**config.mk**
```make
export PLATFORM = sky130hd
export DESIGN_NAME = timer_bank_flat
export DESIGN_NICKNAME = d
export VERILOG_FILES = /design/src/rtl/timer_pkg.sv /design/src/rtl/timer_bank_if.sv /design/src/rtl/timer_prescaler.sv /design/src/rtl/timer_bank.sv /design/src/flat_wrapper.sv
export SDC_FILE = /design/constraint.sdc
export NUM_CORES = 1
export LEC_CHECK = 0
export ABC_AREA = 1
export BUFFER_PORTS_ARGS = -buffer_cell sky130_fd_sc_hd__buf_2
export CAP_MARGIN = 20
export CORE_MARGIN = 5
export CORE_UTILIZATION = 52
export CTS_CLUSTER_DIAMETER = 100
export DETAILED_ROUTE_END_ITERATION = 7
export PLACE_DENSITY = 0.73
export SYNTH_ARGS = -nofsm -noshare
export SYNTH_HDL_FRONTEND = slang
export SYNTH_SLANG_ARGS = --single-unit
```
**constraint.sdc**
```tcl
create_clock -name clock_16 -period 5.1 [get_ports clock_16]
set_input_delay 0.255 -clock clock_16 [delete_from_list [all_inputs] [get_ports clock_16]]
set_output_delay 0.255 -clock clock_16 [all_outputs]
set_load 0.005 [all_outputs]
```
**src/rtl/timer_pkg.sv**
```systemverilog
// Shared types and constants for the timer bank: prescale select encoding,
// control-byte bit positions and the packed control register layout.
package timer_pkg;

  typedef enum logic [1:0] {
    PRE_1    = 2'd0,
    PRE_64   = 2'd1,
    PRE_256  = 2'd2,
    PRE_1024 = 2'd3
  } prescale_e;

  localparam int CTRL_START   = 7;
  localparam int CTRL_IRQ     = 6;
  localparam int CTRL_CASCADE = 2;

  // Byte layout as written by software: [7] start, [6] irq_en, [2] cascade, [1:0] prescale.
  typedef struct packed {
    logic      start;
    logic      irq_en;
    logic [2:0] rsvd;
    logic      cascade;
    prescale_e prescale;
  } ctrl_t;

  // Channel-select width; a single-channel bank still gets a 1-bit select.
  function automatic int sel_width(input int n);
    return (n > 1) ? $clog2(n) : 1;
  endfunction

endpackage

```
**src/rtl/timer_bank_if.sv**
```systemverilog
// Register-write bus from the memory-mapped I/O block into the timer bank.
interface timer_bank_if #(
  parameter int NUM_TIMERS = 4,
  parameter int WIDTH      = 16
);
  import timer_pkg::*;

  localparam int SEL_W = sel_width(NUM_TIMERS);

  logic [SEL_W-1:0] sel;
  logic             reload_we;
  logic [WIDTH-1:0] reload_wdata;
  logic             ctrl_we;
  logic [7:0]       ctrl_wdata;

  modport master (
    output sel, reload_we, reload_wdata, ctrl_we, ctrl_wdata
  );

  modport slave (
    input sel, reload_we, reload_wdata, ctrl_we, ctrl_wdata
  );

endinterface

```
**src/rtl/timer_prescaler.sv**
```systemverilog
// Free-running 10-bit divider shared by all channels; emits one strobe per
// prescale setting (bit index matches the prescale encoding).
module timer_prescaler (
  input  logic       clock_16,
  input  logic       reset,
  output logic [3:0] tick
);

  logic [9:0] div_q;

  // Divider only ever clears on reset so all channels share one phase.
  always_ff @(posedge clock_16 or posedge reset) begin
    if (reset) div_q <= '0;
    else       div_q <= div_q + 10'd1;
  end

  // Strobe on the last count of each power-of-two period.
  always_comb begin
    tick    = '0;
    tick[0] = 1'b1;
    tick[1] = (div_q[5:0] == 6'h3f);
    tick[2] = (div_q[7:0] == 8'hff);
    tick[3] = (div_q == 10'h3ff);
  end

endmodule

```
**src/rtl/timer_bank.sv**
```systemverilog
// N-channel up-counting timer bank with reload, start/stop, shared prescaler,
// cascade chaining and registered one-cycle overflow interrupts.
module timer_bank
  import timer_pkg::*;
#(
  parameter int NUM_TIMERS = 4,
  parameter int WIDTH      = 16
) (
  input  logic                        clock_16,
  input  logic                        reset,
  timer_bank_if.slave                 bus,
  output logic [NUM_TIMERS*WIDTH-1:0] count,
  output logic [NUM_TIMERS*8-1:0]     ctrl,
  output logic [NUM_TIMERS-1:0]       irq
);

  localparam int SEL_W = sel_width(NUM_TIMERS);
  localparam logic [WIDTH-1:0] ALL_ONES = '1;

  logic [3:0]            pre_tick;
  logic [NUM_TIMERS-1:0] hit_ctrl;
  logic [NUM_TIMERS-1:0] hit_reload;
  logic [NUM_TIMERS-1:0] inc;
  logic [NUM_TIMERS-1:0] ovf;

  timer_prescaler u_prescaler (
    .clock_16 (clock_16),
    .reset    (reset),
    .tick     (pre_tick)
  );

  // Write decode plus the per-channel tick/overflow chain. Channels are
  // evaluated in order so a cascade ripple settles within one cycle.
  always_comb begin
    ctrl_t            c;
    logic             ch_tick;
    logic [WIDTH-1:0] cv;
    hit_ctrl   = '0;
    hit_reload = '0;
    inc        = '0;
    ovf        = '0;
    for (int n = 0; n < NUM_TIMERS; n++) begin
      c       = ctrl_t'(ctrl[n*8 +: 8]);
      cv      = count[n*WIDTH +: WIDTH];
      ch_tick = 1'b0;
      hit_ctrl[n]   = bus.ctrl_we   && (bus.sel == SEL_W'(n));
      hit_reload[n] = bus.reload_we && (bus.sel == SEL_W'(n));
      if (c.cascade && (n != 0)) begin
        ch_tick = ovf[n-1];
      end else begin
        case (c.prescale)
          PRE_1:    ch_tick = pre_tick[0];
          PRE_64:   ch_tick = pre_tick[1];
          PRE_256:  ch_tick = pre_tick[2];
          PRE_1024: ch_tick = pre_tick[3];
          default:  ch_tick = 1'b0;
        endcase
      end
      inc[n] = c.start && ch_tick;
      ovf[n] = inc[n] && (cv == ALL_ONES);
    end
  end

  for (genvar n = 0; n < NUM_TIMERS; n++) begin : g_ch
    ctrl_t            ctrl_q;
    logic [WIDTH-1:0] cnt_q;
    logic [WIDTH-1:0] reload_q;
    logic             irq_q;
    logic             start_rise;
    logic             irq_en_now;
    logic [WIDTH-1:0] reload_new;

    // A same-cycle reload write wins over the stored value on a start edge;
    // an irq_en write in the overflow cycle decides that cycle's pulse.
    assign start_rise = hit_ctrl[n] && bus.ctrl_wdata[CTRL_START] && !ctrl_q.start;
    assign reload_new = hit_reload[n] ? bus.reload_wdata : reload_q;
    assign irq_en_now = hit_ctrl[n] ? bus.ctrl_wdata[CTRL_IRQ] : ctrl_q.irq_en;

    // Reload register: written only by software.
    always_ff @(posedge clock_16 or posedge reset) begin
      if (reset)              reload_q <= '0;
      else if (hit_reload[n]) reload_q <= bus.reload_wdata;
    end

    // Control register: full byte kept for readback.
    always_ff @(posedge clock_16 or posedge reset) begin
      if (reset)            ctrl_q <= '0;
      else if (hit_ctrl[n]) ctrl_q <= ctrl_t'(bus.ctrl_wdata);
    end

    // Counter: load on start edge, reload on wrap, otherwise count on tick.
    always_ff @(posedge clock_16 or posedge reset) begin
      if (reset)           cnt_q <= '0;
      else if (start_rise) cnt_q <= reload_new;
      else if (ovf[n])     cnt_q <= reload_q;
      else if (inc[n])     cnt_q <= cnt_q + 1'b1;
    end

    // Interrupt pulse registered from the overflow cycle.
    always_ff @(posedge clock_16 or posedge reset) begin
      if (reset) irq_q <= 1'b0;
      else       irq_q <= ovf[n] && irq_en_now;
    end

    assign count[n*WIDTH +: WIDTH] = cnt_q;
    assign ctrl[n*8 +: 8]          = ctrl_q;
    assign irq[n]                  = irq_q;
  end

endmodule

```
**src/flat_wrapper.sv**
```systemverilog
// flat-port wrapper written by rule: the top's interface ports become plain ports
module timer_bank_flat import timer_pkg::*;
#(
  parameter int NUM_TIMERS = 4,
  parameter int WIDTH      = 16
)
  (clock_16, reset, count, ctrl, irq, bus_sel, bus_reload_we, bus_reload_wdata, bus_ctrl_we, bus_ctrl_wdata);
  timer_bank_if #(.NUM_TIMERS(NUM_TIMERS), .WIDTH(WIDTH)) bus_i ();
  input  logic clock_16;
  input  logic reset;
  output logic [NUM_TIMERS*WIDTH-1:0] count;
  output logic [NUM_TIMERS*8-1:0] ctrl;
  output logic [NUM_TIMERS-1:0] irq;
  input wire logic [$bits(bus_i.sel)-1:0] bus_sel;
  input wire logic [$bits(bus_i.reload_we)-1:0] bus_reload_we;
  input wire logic [$bits(bus_i.reload_wdata)-1:0] bus_reload_wdata;
  input wire logic [$bits(bus_i.ctrl_we)-1:0] bus_ctrl_we;
  input wire logic [$bits(bus_i.ctrl_wdata)-1:0] bus_ctrl_wdata;
  assign bus_i.sel = bus_sel;
  assign bus_i.reload_we = bus_reload_we;
  assign bus_i.reload_wdata = bus_reload_wdata;
  assign bus_i.ctrl_we = bus_ctrl_we;
  assign bus_i.ctrl_wdata = bus_ctrl_wdata;
  timer_bank #(.NUM_TIMERS(NUM_TIMERS), .WIDTH(WIDTH)) u_core (.clock_16(clock_16), .reset(reset), .bus(bus_i), .count(count), .ctrl(ctrl), .irq(irq));
endmodule
```
# Word-level counts from Yosys, hierarchy flattened
# Index checks and enable logic that the tools add are counted.
[word_totals] ff_bits=174 out_inout_bits=100 elab_cells=128
[classes] add_sub_neg=5 n_eq_ne=22 mux=27 n_reduce_logical=41
[op_table] cell="16-bit two-way mux" count=16
[op_table] cell="16-bit by 1-bit adder with 16-bit output (second input constant)" count=4
[op_table] cell="16-bit equality test (second input constant)" count=4
[op_table] cell="1-bit logical AND" count=28
[op_table] cell="2-bit equality test (second input constant)" count=10
[op_table] cell="1-bit case mux with 4 select lines" count=4
[op_table] cell="3-bit nonzero test" count=4
[op_table] cell="10-bit by 1-bit adder with 10-bit output (second input constant)" count=1
[op_table] cell="10-bit equality test (second input constant)" count=1
[op_table] cell="2-bit by 1-bit equality test with 1-bit output (second input constant)" count=5
[op_table] cell="2-bit logical NOT" count=5
[op_table] cell="8-bit equality test (second input constant)" count=1
[op_table] cell="1-bit two-way mux" count=7
[op_table] cell="6-bit equality test (second input constant)" count=1
[op_table] cell="1-bit logical NOT" count=4

# Longest topological paths before layout
# Gate-level depths: netlist (run 1).
[logic_depth] ltp_word=15 mapped_depth=18

# Hierarchy
# Synthesis (run 1) repeated with hierarchy kept, for this count alone.
[unflattened] hier_cells=1195 area_unflattened_um2=9272.6
[modules_own_cells] mod="timer_bank" n_inst=1 cells_per_inst=1139 area_per_inst_um2=8785.9 seq_area_each_um2=4103.9
[modules_own_cells] mod="timer_prescaler" n_inst=1 cells_per_inst=56 area_per_inst_um2=486.7 seq_area_each_um2=250.2

# Least setup slack after synthesis (run 1)
# OpenSTA, ideal clock, no wires.
[synth_timing] path_kind="register -> register" from="register u_core.g_ch[2].cnt_q[0]" to="register u_core.g_ch[2].cnt_q[0]" setup_time_ps=128 arrival_ps=1943 required_time_ps=4972 setup_slack_ps=3029 path_stages_with_launch=12 cell_sequence="dfrtp_1 -> ha_1 -> nand3_2 -> nor3_4 -> nand4_4 -> nor2_4 -> nand4_2 -> or2_1 -> buf_6 -> buf_12 -> o211ai_2 -> nand3_1"
[synth_via] elab_chain_cells=4 word_cells_on_any_way=7 cone_classes="1 x add/sub; 1 x eq/ne; 3 x mux; 2 x reduce/logical"
[synth_lines] element="start: declaration" line="timer_bank.sv:66" source="logic [WIDTH-1:0] cnt_q;"
[synth_lines] element="start signal: assignment" line="timer_bank.sv:94" source="else if (start_rise) cnt_q <= reload_new;"
[synth_lines] element="start signal: assignment" line="timer_bank.sv:95" source="else if (ovf[n]) cnt_q <= reload_q;"
[synth_lines] element="start signal: assignment" line="timer_bank.sv:96" source="else if (inc[n]) cnt_q <= cnt_q + 1'b1;"
[synth_lines] element="16-bit by 1-bit adder with 16-bit output or 16-bit equality test (tied branches)" line="timer_bank.sv:96, timer_bank.sv:60"
[synth_lines] element="16-bit two-way mux or 1-bit logical AND (tied branches)" line="timer_bank.sv:96, timer_bank.sv:60"
[synth_lines] element="16-bit two-way mux" line="timer_bank.sv:95"
[synth_lines] element="16-bit two-way mux" line="timer_bank.sv:94"
# Several ways; a longest one is shown, not always the timed one. The select of a mux whose other input is x is not followed.
# A chain may end at the register's enable or synchronous reset.

# Worst setup path in the final report (run 1)
[layout_timing] from="register u_core.g_ch[0].cnt_q[0]" to="register u_core.g_ch[2].cnt_q[15]"
[layout_via] elab_chain_cells=10 word_cells_on_any_way=11 cone_classes="1 x eq/ne; 4 x mux; 6 x reduce/logical"
[layout_lines] element="start: declaration" line="timer_bank.sv:66"
[layout_lines] element="start signal: assignment" line="timer_bank.sv:94"
[layout_lines] element="start signal: assignment" line="timer_bank.sv:95"
[layout_lines] element="start signal: assignment" line="timer_bank.sv:96"
[layout_lines] element="16-bit equality test (*)" line="timer_bank.sv:60" source="ovf[n] = inc[n] && (cv == ALL_ONES);"
[layout_lines] element="1-bit logical AND (*)" line="timer_bank.sv:60"
[layout_lines] element="1-bit two-way mux (*)" line="timer_bank.sv:48" source="if (c.cascade && (n != 0)) begin"
[layout_lines] element="1-bit logical AND (*)" line="timer_bank.sv:59" source="inc[n] = c.start && ch_tick;"
[layout_lines] element="1-bit logical AND (*)" line="timer_bank.sv:60"
[layout_lines] element="1-bit two-way mux (*)" line="timer_bank.sv:48"
[layout_lines] element="1-bit logical AND (*)" line="timer_bank.sv:59"
[layout_lines] element="1-bit logical AND" line="timer_bank.sv:60"
[layout_lines] element="16-bit two-way mux" line="timer_bank.sv:95"
[layout_lines] element="16-bit two-way mux" line="timer_bank.sv:94"
# Every way passes the cells marked *; elsewhere a longest branch is shown, timed or not.

==> results of run 1 <==
-- routing by layer --
layer  share of wire  vias up  wire length (µm)  GRT usage
met5         0.00050        -                13          0
met4           0.021        2               544    0.08004
met3           0.097       41              2500    0.08875
met2            0.44      327             11470     0.3907
met1            0.44     3880             11280     0.3536
li1                -     3955                 -          -
-- metrics by stage --
| step | hold WS, ps | util | worst slack, ps |
|---|---|---|---|
| finish | -18.13 | 0.6072 | 2103 |
| global route | 95.42 | 0.6069 | 1794 |
| CTS | 72.76 | 0.6021 | 2100 |
| detailed placement | 451.0 | 0.5709 | 2137 |
| global placement | 436.2 | 0.5709 | 2234 |
| floorplan | 376.0 | - | 128.2 |
-- power groups by stage --
stage | registers [µW] | clock network [µW] | logic, µW
floorplan | 2070 | 0 | 837
global placement | 2150 | 0 | 1290
detailed placement | 2150 | 0 | 1320
CTS | 2130 | 1230 | 1330
global route | 2200 | 1300 | 1500
finish | 2140 | 1220 | 1320
-- cell families after synthesis --
family                   Yosys count  share of synthesized area
AO/OA/AOI/OAI                    198                     0.1311
XOR/XNOR                          45                    0.04302
adder cells (fa/ha/maj)            5                   0.006829
buffers and inverters            172                    0.07962
flip-flops                       174                     0.4753
AND/OR/NAND/NOR                  554                     0.2641
-- worst max path at each step --
stage,start,endpoint,slack (ps),cells after the start
final,u_core.g_ch[0].cnt_q[0]$_DFFE_PP0P_,u_core.g_ch[2].cnt_q[15]$_DFFE_PP0P_,2100,13
after global placement,u_core.g_ch[0].cnt_q[0]$_DFFE_PP0P_,u_core.g_ch[2].cnt_q[0]$_DFFE_PP0P_,2230,13
after global routing,u_core.u_prescaler.div_q[0]$_DFF_PP0_,u_core.g_ch[2].cnt_q[15]$_DFFE_PP0P_,1790,13
after CTS,u_core.g_ch[0].cnt_q[0]$_DFFE_PP0P_,u_core.g_ch[2].cnt_q[15]$_DFFE_PP0P_,2100,13
after floorplan,reset,u_core.ctrl[0]$_DFFE_PP0P_,130,1
after detailed placement,u_core.g_ch[0].cnt_q[0]$_DFFE_PP0P_,u_core.g_ch[2].cnt_q[2]$_DFFE_PP0P_,2140,13
-- state kept, by name, summed over array words and instances (netlist names) --
signal	flops
u_core.g_ch.cnt_q	64
u_core.g_ch.reload_q	64
u_core.ctrl	32
u_core.u_prescaler.div_q	10
u_core.g_ch.irq_q	4
-- cell type report --
| type | instances | area (µm²) |
|---|---|---|
| antenna | 2 | 5.005 |
| clock buffer | 18 | 429.2 |
| clock inverter | 14 | 111.4 |
| fill | 1599 | 6794 |
| inverter | 130 | 493.0 |
| multi-input combinational | 802 | 4078 |
| sequential | 174 | 4354 |
| tap | 225 | 281.5 |
| timing repair buffer | 136 | 750.7 |
-- placed cells by master (no fill, tap or decap), types with 2 or more instances in the layout --
master,netlist,routed
nand2_1,344,344
dfrtp_1,174,174
o21ai_0,131,131
buf_2,3,129
inv_1,127,126
nand3_1,93,93
nor2_1,58,58
xor2_1,32,32
o211ai_1,20,20
clkbuf_16,0,18
a21oi_1,14,14
xnor2_1,13,13
nor3_1,13,13
o211ai_2,13,13
nor2_2,8,8
nand4_1,6,6
nor4_1,6,6
inv_6,0,5
ha_1,5,5
clkinv_4,0,5
o221ai_1,4,4
nor2_4,4,4
or2_2,3,3
a31oi_1,3,3
o2111ai_1,3,3
nand3_2,3,3
nand2_2,3,3
a221o_1,3,3
clkinvlp_4,0,3
buf_4,5,3
diode_2,0,2
o22ai_1,2,2
clkinv_1,2,2
nand2_4,2,2
clkinv_2,0,2
buf_8,0,2
==> impl_metrics.yaml, run 1 <==
cells_and_area:
  final_nets: 1296
  area_delta_synth_final_pct: 14.64
  stdcell_area_um2: 10500
  fin_cells: 1501
  drive_above_1_share: 0.1656
worst_setup_path:
  worstPathCellList: "ha_1 > nand2_1 > nor2_1 > nand2_1 > nor2_1 > nand3_1 > nand2_2 > nand3_4 > nand2_2 > and2_1 > nor2_4 > nand2_1 > nand3_1"
  crit_family: "simple AND/OR/NAND/NOR gates"
  cp_common_cell: "nand2_1"
  startpoint_type: "flop"
  cp_data_required_time_ps: 5400
  crit_slowest_cell: "and2_1"
  rr_endpoint: "u_core.g_ch[2].cnt_q[15]$_DFFE_PP0P_"
  r2r-start: "u_core.g_ch[0].cnt_q[0]$_DFFE_PP0P_"
  r2r_setup_slack_ps: 2100
  slowest_delay_ps: 790
  cp-end-kind: "flop"
  path_class: "flop to flop"
  crit_buf_inv: 0
  r2r_cells: 13
  arrival_ps: 3300
  cp_max_fo: 17
hold_path:
  hold_class: "input pin to async pin"
synth:
  synthCells: 1148
  syn_area_um2: 9161
  synth_top_area_cell: "dfrtp_1"
  ys_seq_area_frac: 0.4753
  ys_top_cells_by_area: "dfrtp_1 (48%), nand2_1 (14%), o21ai_0 (7.2%)"
  ys_ff_latch: 174
  synth_async_sr_flop_share: 1.000
  yosysUniqueCellTypes: 49
  synth_common_cells: "nand2_1 (344), dfrtp_1 (174), o21ai_0 (131), inv_1 (127), nand3_1 (93)"
  ys.flop_type: "dfrtp_1"
  synth-edff-count: 0
  netlist.area_leader.share: 0.4753
  yosysWarnings: 0
  syn_nets: 1183
  postSynthAreaPerCell_um2: 7.980
  synth.most_common_cell: "nand2_1"
drt:
  drtAntennaViolNets: 0
  wl_per_cell_um: 17.20
  dr_total_vias: 8205
  drcViolationCount: 0
  drtPass1Iterations: 6
  wirelength_um: 25810
  drt_iter0_markers: 719
  post_drt_via_cell_ratio: 5.466
sta:
  fin_skew_ps: 10.63
  timing_hold_violations_final: 2
  worst_pin_slew_ps: 1049
  tns_ps: 0
  fin_crit_sh: 0.5877
  period_minus_slack_ps: 2997
  final-setup-viol-count: 0
  drv_slew: 0
  rsz0062_at_grt: "false"
  whs_ps: -18.13
  relSlewSlack: 0.3010
  fmax_mhz: 333.7
clock_network:
  ctsHoldBuffers: 0
  htree_levels: 4
  cts_buffers: 17
  post-cts-setup-buffers: 0
  cts.path.max_buffers: 2
  clk_latency_ps: 440
  ctsResizeCount: 0
  path_clk_slew_ps: 70
  clock-sinks: 174
  cts_root_buf: "clkbuf_16"
  cts_tree: "built"
power:
  finalPower_uw: 4676
  p_per_area_nw_per_um2: 445.3
  pwr-share-clk: 0.260
  p_seq_frac: 0.457
  power.switching_uw: 1771
  combPwrFrac: 0.283
  ir_drop_v: 0.0002770
  internal_power_uw: 2906
  cellLeakagePower_uw: 0.005315
  swShare: 0.3786
die:
  io_pins: 130
  die_y_um: 142.7
  start_util: 0.5297
  coreArea_um2: 17300
  fp-row-count: 48
  die_w_um: 142.7
  die-area_um2: 20370
global_routing:
  grt_use_total: 0.2585
  grt_antenna_before_repair: 1
  grt_pass1_vias: 7834
  grt_pass1_wl_um: 41280
  grt_max_degree: 102
  grt_overflow: 0
placement:
  gp_congestion: 0.8902
  hpwl_um: 18100
  placed_cells: 1463
  numPortBuffers: 129
  placed_area_um2: 9874
outcome:
  status: "finished with violations"
  violations: "hold timing"
flow_run:
  cap_viol_max_count: 0
(Power assumes the default switching activity.)
==> inputs of run 2 (changes only) <==
Settings changed: CORE_UTILIZATION 52 to 58, PLACE_DENSITY 0.73 to 0.78.
Clock period 5.1 ns to 3.1 ns, I/O delays scaled along.
==> run 2 against run 1 <==
- the run still ends with hold timing left
- fmax grew 15%
- die area decreased by 9.6%
- combinational power is 66% higher
- sequential cell count is the same
- final cell count rose by 0.13%
==> impl_metrics.yaml, run 2 (synthesis results as in run 1) <==
clock_network:
  cts_root_buf: "clkbuf_16"
  ctsResizeCount: 0
  ctsHoldBuffers: 0
  cts.path.max_buffers: 2
  cts_buffers: 17
  htree_levels: 4
  cts_tree: "built"
  path_clk_slew_ps: 70
  clock-sinks: 174
  post-cts-setup-buffers: 0
  clk_latency_ps: 430
global_routing:
  grt_overflow: 0
  grt_use_total: 0.2847
  grt_pass1_vias: 7834
  grt_antenna_before_repair: 0
  grt_pass1_wl_um: 40810
  grt_max_degree: 175
worst_setup_path:
  slowest_delay_ps: 430
  arrival_ps: 2930
  crit_family: "simple AND/OR/NAND/NOR gates"
  cp_data_required_time_ps: 3430
  r2r_cells: 13
  r2r-start: "u_core.g_ch[3].cnt_q[0]$_DFFE_PP0P_"
  crit_slowest_cell: "dfrtp_1"
  r2r_setup_slack_ps: 500
  path_class: "flop to flop"
  cp_common_cell: "nand3_1"
  cp_max_fo: 12
  rr_endpoint: "u_core.g_ch[3].cnt_q[5]$_DFFE_PP0P_"
  worstPathCellList: "ha_1 > nand3_1 > nor3_2 > nand3_1 > nor2_1 > nand3_1 > buf_4 > o21ai_0 > inv_1 > nand3_1 > nand2_1 > inv_1 > nand2_1"
  crit_buf_inv: 3
  startpoint_type: "flop"
  cp-end-kind: "flop"
power:
  p_per_area_nw_per_um2: 743.1
  finalPower_uw: 7882
  ir_drop_v: 0.0004634
  cellLeakagePower_uw: 0.005389
cells_and_area:
  area_delta_synth_final_pct: 15.79
  final_nets: 1308
  mostFrequentLayoutCells: "nand2_1 (344), dfrtp_1 (174), o21ai_0 (131), buf_2 (129), inv_1 (126)"
  drive_above_1_share: 0.1726
  fillers: 1325
  final_common_cell: "nand2_1"
drt:
  drtPass1Iterations: 5
  wirelength_um: 25570
  post_drt_via_cell_ratio: 5.629
  drcViolationCount: 0
  dr_total_vias: 8461
  drt_iter0_markers: 874
  wl_per_cell_um: 17.01
  drtAntennaViolNets: 0
sta:
  rsz0062_at_grt: "false"
  tns_ps: 0
  fin_skew_ps: 8.073
  relSlewSlack: 0.3378
  fmax_mhz: 384.2
  worst_pin_slew_ps: 991.0
  fin_crit_sh: 0.8396
  drv_slew: 0
  timing_hold_violations_final: 26
  final-setup-viol-count: 0
  period_minus_slack_ps: 2603
  whs_ps: -65.58
outcome:
  violations: "hold timing"
  status: "finished with violations"
die:
  fp-row-count: 46
  die_w_um: 135.7
  io_pins: 130
  die_y_um: 135.7
  die-area_um2: 18410
  start_util: 0.5831
  coreArea_um2: 15710
flow_run:
  cap_viol_max_count: 0
placement:
  hpwl_um: 17490
  numPortBuffers: 129
  gp_congestion: 0.8929
hold_path:
  hold_class: "input pin to async pin"
==> run 2: cell types whose count changed in the layout (fill, tap and decap cells not counted), moves of 2 or more <==
cell	change
buf_4	+14
inv_6	-5
clkinv_2	+4
clkinv_4	-4
bufinv_16	+3
buf_8	-2
==> run 2: area by class of cell <==
class                      count  area [µm²]  area share
tap                          216       270.3     0.02548
inverter                     130       491.7     0.04636
multi-input combinational    802        4078      0.3844
clock buffer                  20       446.7     0.04211
clock inverter                12       143.9     0.01356
antenna                        1       2.502   0.0002359
sequential                   174        4354      0.4105
timing repair buffer         148       820.8     0.07738
==> run 2: worst max path at each step <==
stage	start	endpoint	slack (ps)	depth (start not counted)
after CTS	u_core.g_ch[2].cnt_q[0]$_DFFE_PP0P_	u_core.g_ch[2].cnt_q[4]$_DFFE_PP0P_	500	10
after global placement	u_core.g_ch[2].cnt_q[0]$_DFFE_PP0P_	u_core.g_ch[2].cnt_q[13]$_DFFE_PP0P_	610	9
after global routing	u_core.g_ch[3].cnt_q[0]$_DFFE_PP0P_	u_core.g_ch[3].cnt_q[5]$_DFFE_PP0P_	270	13
after detailed placement	u_core.g_ch[2].cnt_q[0]$_DFFE_PP0P_	u_core.g_ch[2].cnt_q[5]$_DFFE_PP0P_	550	9
after floorplan	reset	u_core.ctrl[0]$_DFFE_PP0P_	720	1
final	u_core.g_ch[3].cnt_q[0]$_DFFE_PP0P_	u_core.g_ch[3].cnt_q[5]$_DFFE_PP0P_	500	13
==> run 2: worst reg2reg max path: cells and delay by family, from the launching register on <==
kind	cells	cell delay (ps)
simple gates	8	1190
buf+inv	3	440
flops	1	430
fa+ha+maj	1	220
compound gates	1	220
==> run 2: power breakdown <==
group	switching, µW	leakage, µW	total, µW	internal (µW)
clock network	891	0.000289	2170	1280
logic	1250	0.00289	2190	943
registers	694	0.00221	3520	2820
==> run 2: metal layers <==
metal,vias to the layer above,GRT usage,share of wire
li1,3985,-,-
met1,3995,0.3952,0.43
met2,413,0.4284,0.45
met3,68,0.07021,0.093
met4,0,0.1221,0.034
met5,-,0,0
==> run 2: stage by stage <==
step	worst slack [ps]	instances	instance area, µm²	utilization	hold WS, ps
after global placement	611.6	1469	9987	0.6356	437.0
final	497.2	1503	10610	0.6751	-65.58
after floorplan	720.3	1148	9165	-	276.0
after CTS	499.7	1501	10580	0.6732	0.09254
after detailed placement	551.3	1469	9987	0.6356	448.5
after global routing	272.3	1502	10610	0.6749	23.53
